[src/rtl/sextium_avalon_arbiter.sv]
`default_nettype none
// ============================================================================
// Module      : sextium_avalon_arbiter
// Description : Two-requester round-robin arbiter in front of the single
//               Sextium Avalon-MM master port. Requester A is the CPU I/O
//               bridge, requester B a secondary master (debug/DMA loader).
//               One transaction per grant, registered master outputs held
//               until waitrequest drops, one-cycle registered ack with the
//               captured read data.
//               Optional build macro SEXTIUM_ARB_TIMEOUT_EN adds a watchdog
//               that aborts a stalled transaction after TIMEOUT_CYCLES and
//               raises a sticky err flag.
// Revision    : 1.0 - initial release
// ============================================================================
module sextium_avalon_arbiter #(
   parameter int ADDR_W         = 32,
   parameter int DATA_W         = 32,
   parameter int TIMEOUT_CYCLES = 1024
) (
   input  logic              clk,
   input  logic              reset,
   // requester A
   input  logic [ADDR_W-1:0] a_address,
   input  logic              a_read,
   input  logic              a_write,
   input  logic [DATA_W-1:0] a_writedata,
   input  logic [3:0]        a_byteenable,
   output logic [DATA_W-1:0] a_readdata,
   output logic              a_ack,
   // requester B
   input  logic [ADDR_W-1:0] b_address,
   input  logic              b_read,
   input  logic              b_write,
   input  logic [DATA_W-1:0] b_writedata,
   input  logic [3:0]        b_byteenable,
   output logic [DATA_W-1:0] b_readdata,
   output logic              b_ack,
   // Avalon master
   output logic [ADDR_W-1:0] address,
   output logic              read,
   output logic              write,
   output logic [DATA_W-1:0] writedata,
   output logic [3:0]        byteenable,
   input  logic [DATA_W-1:0] readdata,
   input  logic              waitrequest,
   output logic              err
);

   typedef enum logic [1:0] {
      ST_IDLE = 2'd0,
      ST_BUSY = 2'd1,
      ST_DONE = 2'd2
   } state_t;

   localparam logic c_SEL_A = 1'b0;

   state_t            r_state;
   logic              r_ptr;      // requester favoured when both are pending
   logic              r_win;      // requester owning the current transaction
   logic              w_a_pend;
   logic              w_b_pend;
   logic              w_pick_b;
   logic              w_timeout;
   logic [DATA_W-1:0] w_capture;

   assign w_a_pend = a_read | a_write;
   assign w_b_pend = b_read | b_write;
   // B wins when it is the only one asking, or when both ask and it is B's turn
   assign w_pick_b = w_b_pend & (~w_a_pend | r_ptr);

   // Value returned to the winner: read data, zero for writes, all-ones on abort
   assign w_capture = w_timeout ? {DATA_W{1'b1}} : (read ? readdata : '0);

`ifdef SEXTIUM_ARB_TIMEOUT_EN
   localparam int c_CNT_W = $clog2(TIMEOUT_CYCLES + 1);

   logic [c_CNT_W-1:0] r_cnt;
   logic               r_err;

   assign w_timeout = (r_state == ST_BUSY) && waitrequest &&
                      (r_cnt == c_CNT_W'(TIMEOUT_CYCLES - 1));
   assign err       = r_err;

   // Stall watchdog: counts BUSY cycles with waitrequest high; err is sticky
   always_ff @(posedge clk or negedge reset) begin
      if (!reset) begin
         r_cnt <= '0;
         r_err <= 1'b0;
      end else begin
         if (r_state != ST_BUSY)
            r_cnt <= '0;
         else if (waitrequest && !w_timeout)
            r_cnt <= r_cnt + 1'b1;
         if (w_timeout)
            r_err <= 1'b1;
      end
   end
`else
   assign w_timeout = 1'b0;
   assign err       = 1'b0;
`endif

   // Arbitration FSM driving the registered master port, acks and read data
   always_ff @(posedge clk or negedge reset) begin
      if (!reset) begin
         r_state    <= ST_IDLE;
         r_ptr      <= c_SEL_A;
         r_win      <= c_SEL_A;
         address    <= '0;
         read       <= 1'b0;
         write      <= 1'b0;
         writedata  <= '0;
         byteenable <= '0;
         a_readdata <= '0;
         b_readdata <= '0;
         a_ack      <= 1'b0;
         b_ack      <= 1'b0;
      end else begin
         a_ack <= 1'b0;
         b_ack <= 1'b0;
         case (r_state)
            ST_IDLE: begin
               if (w_a_pend || w_b_pend) begin
                  // read+write together is issued as a plain read
                  address    <= w_pick_b ? b_address    : a_address;
                  read       <= w_pick_b ? b_read       : a_read;
                  write      <= w_pick_b ? (b_write & ~b_read) : (a_write & ~a_read);
                  writedata  <= w_pick_b ? b_writedata  : a_writedata;
                  byteenable <= w_pick_b ? b_byteenable : a_byteenable;
                  r_win      <= w_pick_b;
                  r_state    <= ST_BUSY;
               end else begin
                  address    <= '0;
                  read       <= 1'b0;
                  write      <= 1'b0;
                  writedata  <= '0;
                  byteenable <= '0;
               end
            end
            ST_BUSY: begin
               if (!waitrequest || w_timeout) begin
                  if (r_win) begin
                     b_readdata <= w_capture;
                     b_ack      <= 1'b1;
                  end else begin
                     a_readdata <= w_capture;
                     a_ack      <= 1'b1;
                  end
                  read       <= 1'b0;
                  write      <= 1'b0;
                  byteenable <= '0;
                  r_ptr      <= ~r_win;
                  r_state    <= ST_DONE;
               end
            end
            // Ack cycle: the winner still holds its request, so no arbitration here
            ST_DONE: r_state <= ST_IDLE;
            default: r_state <= ST_IDLE;
         endcase
      end
   end

endmodule
`default_nettype wire

[config.mk]
export PLATFORM = sky130hd
export DESIGN_NAME = sextium_avalon_arbiter
export DESIGN_NICKNAME = d
export VERILOG_FILES = /design/src/rtl/sextium_avalon_arbiter.sv
export SDC_FILE = /design/constraint.sdc
export NUM_CORES = 1
export LEC_CHECK = 0
export CORE_MARGIN = 5
export CORE_UTILIZATION = 29
export DETAILED_ROUTE_END_ITERATION = 6
export PLACE_DENSITY = 0.63
export SYNTH_ARGS = -nofsm -noshare
export SYNTH_HDL_FRONTEND = slang
export SYNTH_SLANG_ARGS = --single-unit
[constraint.sdc]
create_clock -name clk -period 2.8 [get_ports clk]
set_clock_uncertainty 0.2 [all_clocks]
set_input_delay 0.56 -clock clk [delete_from_list [all_inputs] [get_ports clk]]
set_output_delay 0.56 -clock clk [all_outputs]
set_load 0.1 [all_outputs]
== Word level (Yosys, flattened, before mapping) ==
Index checks and enable logic that the tools add are counted.

* Flip-flop bits (word level): 140
* Latch bits: 0
* RAM bits: 0
* Memory bits (read-only): 0
* Input bits: 175
* Output and inout port bits: 137
* Logic and storage cells: 60
* Memories: 0

* Add/subtract/negate cells: 0
* Multipliers: 0
* Div/mod/pow operators: 0
* Magnitude comparators: 0
* Equal/unequal tests: 3
* Shift-type cells: 0
* Mux-type cells: 25
* Bitwise gates (word level): 11
* Reductions and logical operators: 9

{| class="wikitable"
|+ Operators with widths
! operator !! number
|-
| 32-bit two-way mux || 5
|-
| 4-bit two-way mux || 3
|-
| 1-bit two-way mux || 11
|-
| 4-bit one-hot mux with 2 select lines || 1
|-
| 2-bit AND reduction || 4
|-
| 3-bit AND reduction || 2
|-
| 1-bit inverter || 5
|-
| 2-bit two-way mux || 2
|-
| 2-bit != test, second input constant || 2
|-
| 1-bit one-hot mux with 2 select lines || 2
|-
| 2-bit one-hot mux with 2 select lines || 1
|-
| 1-bit bitwise AND || 3
|-
| 1-bit bitwise OR || 3
|-
| 2-bit by 1-bit equality test with 1-bit output, second input constant || 1
|-
| 2-bit logical NOT || 1
|-
| 2-bit nonzero test || 1
|-
| 1-bit logical OR || 1
|}

== Longest topological paths before layout ==
Gate-level depths: netlist of the first run.

* Depth in word-level cells: 7
* Gate-level depth with buffers: 7

== Worst setup path after synthesis of the first run ==
OpenSTA, ideal clock, no wires.

* Kind: input -> register
* Start: in b_read
* End: reg r_win
* Library setup time: 0.125 ns
* Arrival: 1.684 ns
* Required time: 2.475 ns
* Path slack: 0.792 ns
* Stages on the path: 4
* Path buffers: 1
* Cells stage by stage: nor4_2 buf_2 nand2b_1 mux2_2

* Longest elaborated chain between the ends: 3
* Elaborated cells on any way between the ends: 4
* Those cells by class: 2 x bitwise; 2 x reduce/logical

{| class="wikitable"
|+ RTL lines
! item !! line !! source
|-
| from (decl) || 32 || <nowiki>input logic b_read,</nowiki>
|-
| 1-bit bitwise OR * || 67 || <nowiki>assign w_b_pend = b_read | b_write;</nowiki>
|-
| 1-bit logical OR || 123 || <nowiki>if (w_a_pend || w_b_pend) begin</nowiki>
|-
| 2-bit AND reduction (no line) || -- ||
|-
| to (signal assigned) || 108 || <nowiki>r_win <= c_SEL_A;</nowiki>
|-
| to (signal assigned) || 130 || <nowiki>r_win <= w_pick_b;</nowiki>
|-
| to (decl) || 59 || <nowiki>logic r_win;</nowiki>
|}

Mark *: on every way between the ends. The rest lies on a longest branch, timed or not.
A chain may end at the register's enable or synchronous reset.

== Worst setup path in the final report of the first run ==
* Start: reg r_state[0]
* End: reg writedata[15]

* Longest elaborated chain between the ends: 1

{| class="wikitable"
|+ RTL lines
! item !! line !! source
|-
| from (decl) || 57 || <nowiki>state_t r_state;</nowiki>
|-
| from (signal assigned) || 106 || <nowiki>r_state <= ST_IDLE;</nowiki>
|-
| from (signal assigned) || 131 || <nowiki>r_state <= ST_BUSY;</nowiki>
|-
| from (signal assigned) || 153 || <nowiki>r_state <= ST_DONE;</nowiki>
|-
| 2-bit logical NOT || 121 || <nowiki>case (r_state)</nowiki>
|-
| to (signal assigned) || 128 || <nowiki>writedata <= w_pick_b ? b_writedata : a_writedata;</nowiki>
|-
| to (decl) || 42 || <nowiki>output logic [DATA_W-1:0] writedata,</nowiki>
|}

Every way passes these cells.

==> impl_results.md, run 1 <==
- Run status: finished clean
- Vias in the first global route: 6225
- Period utilisation layout: 80.0%
- Max Cap Violations: 0
- H-tree levels: 4
- Largest net degree at the start of global routing: 70
- IO Pins: 312
- Crit Path Category: flip-flop to flip-flop
- Slew headroom: between 20% and 30%
- Vias: 6102
- Die area: 24700 um^2
- Placed cell count: 1202
- Least-Margin Pin Slew: roughly 1200 ps
- Worst-path cell with the longest stage delay: or2_2
- R2R cell count: 4
- Die width: 157 um
- Setup slack, reg-to-reg: 560 ps
- Syn nets: 845
- Post-synthesis sequential area ratio: 55.8%
- Number of port buffers: 310
- Antenna-violating nets left: 0
- Starting Density: 29.7%
- Setup TNS Final: 0 ps
- Post-cts sizing count: 0
- Post-synthesis cell type count: 30
- Drt pass-1 iters: 4
- GRT Overall Usage: a little under a fifth
- TritonCTS sink count: 140
- Final cell count without fillers: between 1000 and 1500
- Die Y: ~160 um
- Clock root cell: clkbuf_16
- Reg clk slew, reported paths: approximately 60 ps
- Worst-Skew Late Latency: 410 ps
- Crit path max fanout: between 50 and 60
- HP Class: flip-flop to flip-flop
- Initial DRC count: 277
- Share of cells above drive strength 1: 21.5%
- First-pass GRT wire length: 35000 um
- Worst path top cell family by delay: simple AND/OR/NAND/NOR gates
- Pins Over Slew Limit: 0
- Min-delay src: b_readdata[25]
- Hpwl dp: 16400 um
- CP Cell Sequence: or2_2, buf_4, nand2_1, o311ai_1
- Commonest non-fill, non-tap cell in the layout: nand2_1
- Via density: between 4 and 5
- Drt wl/cell: 18.6 um
- Yosys reg bits: 140
- DRC: 0
- Reg2Reg Capture Point: writedata[15]
- Fin Hold WS: roughly 280 ps
- FMAX: around 450 MHz
- EDFF count, synth: 0
- Commonest cells after routing, fill and taps aside: nand2_1, clkdlybuf4s50_1, buf_4
- Clock Tree Buf Depth: 2
- Grt ovf: 0
- Min cycle time layout: 2240 ps
- Util after Layout: 47.3%
- Layout Nets: about 1100
- Worst Hold Path Cells: 2
- Reg-to-Reg Start: r_state[0]
- Cell count after synthesis: 670
- Setup Viol. Count Final: 0
- Post-synth top flop: dfrtp_1
- CP max stage delay: around 950 ps
- Worst path buffer plus inverter count: 1
- Core area: 21200 um^2
- Antenna violations before repair: 0
- Ys async rst share: 100%
- Mean Syn Cell Area: 9.37 um^2
- Yosys synthesis warning count: 0
- RSZ-0062 raised after global routing: no
- Area grow syn2layout: 59.4%
- Startpoint Class: flip-flop
- Worst Hold Path EP: b_readdata[25]
- TritonCTS clock tree: yes
- Final hold vios: 0
- Total CTS buffers: 17
- Synthesized area: 6270 um^2
- Setup crit end kind: flip-flop
- Final GP Congestion: 0.841
- Worst Path Required: a little under 3000 ps
- CP arrival: 2340 ps
- Number of diodes: 0
- Site Rows: 53
- Routed WL: 22900 um
==> Yosys cell counts, drive strengths merged (2+ instances only) <==
library cell  number  area share, %
nor2               4           0.24
or2                2           0.20
buf               16            1.6
dfrtp            140             56
nand4             68            6.8
nand2b             2           0.20
o311ai            68             11
o21ai             65            5.2
inv                2           0.12
nand2            234             14
a21o               2           0.24
clkbuf            55            3.3
==> per-stage QoR <==
step | worst slack [ps] | instance area [um^2]
after floorplan | 792 | 6270
after global placement | 269 | 9380
after detailed placement | 217 | 9380
after CTS | 540 | 10000
after global routing | 386 | 10000
final | 561 | 10000
==> sequential cells by signal, indices dropped and copies added, names as in the netlist <==
| signal | count |
|---|---|
| r_ptr | 1 |
| byteenable | 4 |
| writedata | 32 |
| write | 1 |
| read | 1 |
| b_ack | 1 |
| r_state | 2 |
| a_readdata | 32 |
| address | 32 |
| a_ack | 1 |
| b_readdata | 32 |
| r_win | 1 |
==> layer usage <==
metal	global-route usage [%]	share of wire [%]	up-vias
met5	0	0	-
met1	22.8	42	2865
li1	-	-	2947
met3	6.85	11	30
met4	4.96	1.6	0
met2	29.2	46	260
==> cells by family (layout without fill, tap and decap cells) <==
group,count (synthesis),after routing,synth area share [%]
buffers and inverters,73,363,4.98
and+or+nand+nor,316,316,22.3
muxes,1,1,0.179
DFF,140,140,55.8
other,1,1,0.0598
AOI/OAI and AO/OA,139,139,16.7
==> how the worst max path moves through the flow <==
stage                     startpoint       endpoint  depth (start not counted)
after global placement        b_read          r_win                          5
after CTS                 r_state[0]  writedata[15]                          4
after detailed placement      b_read    address[31]                          5
after floorplan               b_read          r_win                          4
final                     r_state[0]  writedata[15]                          4
after global routing      r_state[0]   writedata[7]                          4
==> cell type report <==
cell class                 instances  area (um^2)
tap                              275          344
clock inverter                    13          153
timing repair buffer             329         3050
inverter                           2         7.51
multi-input combinational        457         2490
clock buffer                      19          453
sequential                       140         3500
fill                            2058        11200
==> timing repair <==
action                    4_1_cts  5_1_grt
hold endpoints to repair       38        0
setup buffers                   0        0
hold buffers                    1        0
==> worst reg2reg max path: cells and delay by family (launching register included) <==
kind	cells	cell delay [ps]
buf+inv	1	360
flops	1	490
compound gates	1	70
simple gates	2	1030
Power of run 1 is left out: the tool's default activity adds up to more than one toggle a clock period on the data nets, which glitch-free logic cannot reach.
==> run 2, diff against run 1 <==
Clock period 2.8 ns to 2.3 ns, I/O delays scaled along.
==> run 2 against run 1 <==
Design area rose by 1.7%; non-clock buffer count grew 17; wire length up 1.4%; via count up 2.8%; die area is the same; sequential share of layout area decreased by 0.59 points; register-to-register slack worse by 210 ps; largest cell class unchanged.
==> impl_results.md, run 2 (same netlist as run 1, synthesis figures left out) <==
- Die area: 24700 um^2 (unchanged)
- Vias: 6271 (+2.8%)
- TritonCTS sink count: 140 (unchanged)
- Drt pass-1 iters: 6 (+2)
- Via density: 5.01 (+1.4%)
- Antenna-violating nets left: 0 (unchanged)
- Crit Path Category: flip-flop to flip-flop
- Total CTS buffers: 17 (unchanged)
- Number of port buffers: 310 (unchanged)
- Area grow syn2layout: 62.1%
- First-pass GRT wire length: 35300 um (+0.73%)
- Largest net degree at the start of global routing: 66 (-5.7%)
- Fin Hold WS: 278 ps (-4.34 ps)
- Antenna violations before repair: 0 (unchanged)
- Reg-to-Reg Start: r_state[1]
- DRC: 0 (unchanged)
- HP Class: flip-flop to flip-flop
- Drt wl/cell: 18.6 um (about the same)
- GRT Overall Usage: 18.2% (+0.097 points)
- Startpoint Class: flip-flop
- H-tree levels: 4 (unchanged)
- Worst Setup SP: r_state[1]
- Clock Tree Buf Depth: 2 (unchanged)
- Setup Viol. Count Final: 0 (unchanged)
- Commonest non-fill, non-tap cell in the layout: nand2_1
- Reg clk slew, reported paths: 60 ps (about the same)
- Min-delay src: b_readdata[19]
- Layout Nets: 1139 (+1.5%)
- Core area: 21200 um^2 (unchanged)
- Least-Margin Pin Slew: 639 ps (-545 ps)
- Initial DRC count: 259 (-6.5%)
- # hold bufs at CTS: 1 (unchanged)
- Number of diodes: 0 (unchanged)
- Final GP Congestion: 0.829 (-1.4%)
- Worst-Skew Late Latency: 410 ps (about the same)
- Starting Density: 29.7% (unchanged)
- TritonCTS clock tree: yes
- Max Cap Violations: 0 (unchanged)
- Grt ovf: 0 (unchanged)
- Die Y: 157 um (unchanged)
- Period utilisation layout: 84.9% (+4.9 points)
- Slew headroom: 57.4% (+36 points)
- Routed WL: 23300 um (+1.4%)
- Final hold vios: 0 (unchanged)
- Pins Over Slew Limit: 0 (unchanged)
- CP arrival: 2040 ps (-300 ps)
- Commonest cells after routing, fill and taps aside: nand2_1, clkdlybuf4s50_1, buf_4
- Min cycle time layout: 1950 ps (-286 ps)
- Vias in the first global route: 6218 (-0.11%)
- Setup crit end kind: flip-flop
- Die width: 157 um (unchanged)
- RSZ-0062 raised after global routing: no
- Run status: finished clean
- Crit path max fanout: 65 (+20%)
- Site Rows: 53 (unchanged)
- IO Pins: 312 (unchanged)
- Clock root cell: clkbuf_16
- FMAX: 512 MHz (+15%)
- Post-CTS Setup Bufs: 0 (unchanged)
- Share of cells above drive strength 1: 22.7% (+1.3 points)
- Worst Path Required: 2390 ps (-510 ps)
- Post-cts sizing count: 0 (unchanged)
- Hpwl dp: 16900 um (+3.4%)
run 2: cell count changes in the layout (fill, tap and decap cells not counted):
cell / change
inv_8: +1
buf_4: +13
buf_12: +4
inv_6: -1
clkbuf_1: +1
clkbuf_8: -1
run 2: per-layer routing:
metal | wire length [um] | up-vias | GRT usage, %
li1 | - | 2987 | -
met1 | 9680 | 3006 | 22.9
met2 | 10700 | 255 | 29.4
met3 | 2540 | 23 | 7.12
met4 | 297 | 0 | 4.63
met5 | 0 | - | 0
run 2: final cells by class:
type | count | area [um^2]
multi-input combinational | 457 | 2490
tap | 275 | 344
sequential | 140 | 3500
clock buffer | 19 | 443
timing repair buffer | 346 | 3220
clock inverter | 13 | 155
fill | 2033 | 11000
inverter | 2 | 7.51
run 2: per-stage QoR:
step / instances / TNS, ps / utilization [%] / area (um^2) / setup WS, ps
final: 1252 / 0 / 48.1 / 10200 / 347
after global routing: 1252 / 0 / 48.1 / 10200 / 258
after CTS: 1252 / 0 / 48.1 / 10200 / 341
after detailed placement: 1219 / -3.59 / 45.2 / 9560 / -3.59
after global placement: 1219 / 0 / 45.2 / 9560 / 52.3
after floorplan: 670 / 0 / - / 6270 / 371
run 2: path summary, 6_finish.rpt:
check                           depth (start not counted)              to  slack [ps]
worst max-delay path                                    4  a_readdata[24]         350
worst min-delay path                                    2  b_readdata[19]         280
worst max register to register                          4  a_readdata[24]         350
worst min register to register                          2  b_readdata[19]         280
max in group asynchronous                               3     address[14]         850
min in group asynchronous                               2  b_readdata[12]         380
run 2: critical path, cell delays in order, from the launching register on:
cell and delay (ps):
dfrtp_1 470, or4b_2 750, buf_12 230, nand2_1 100, o21ai_1 60
Power of run 2 is left out for the same reason.
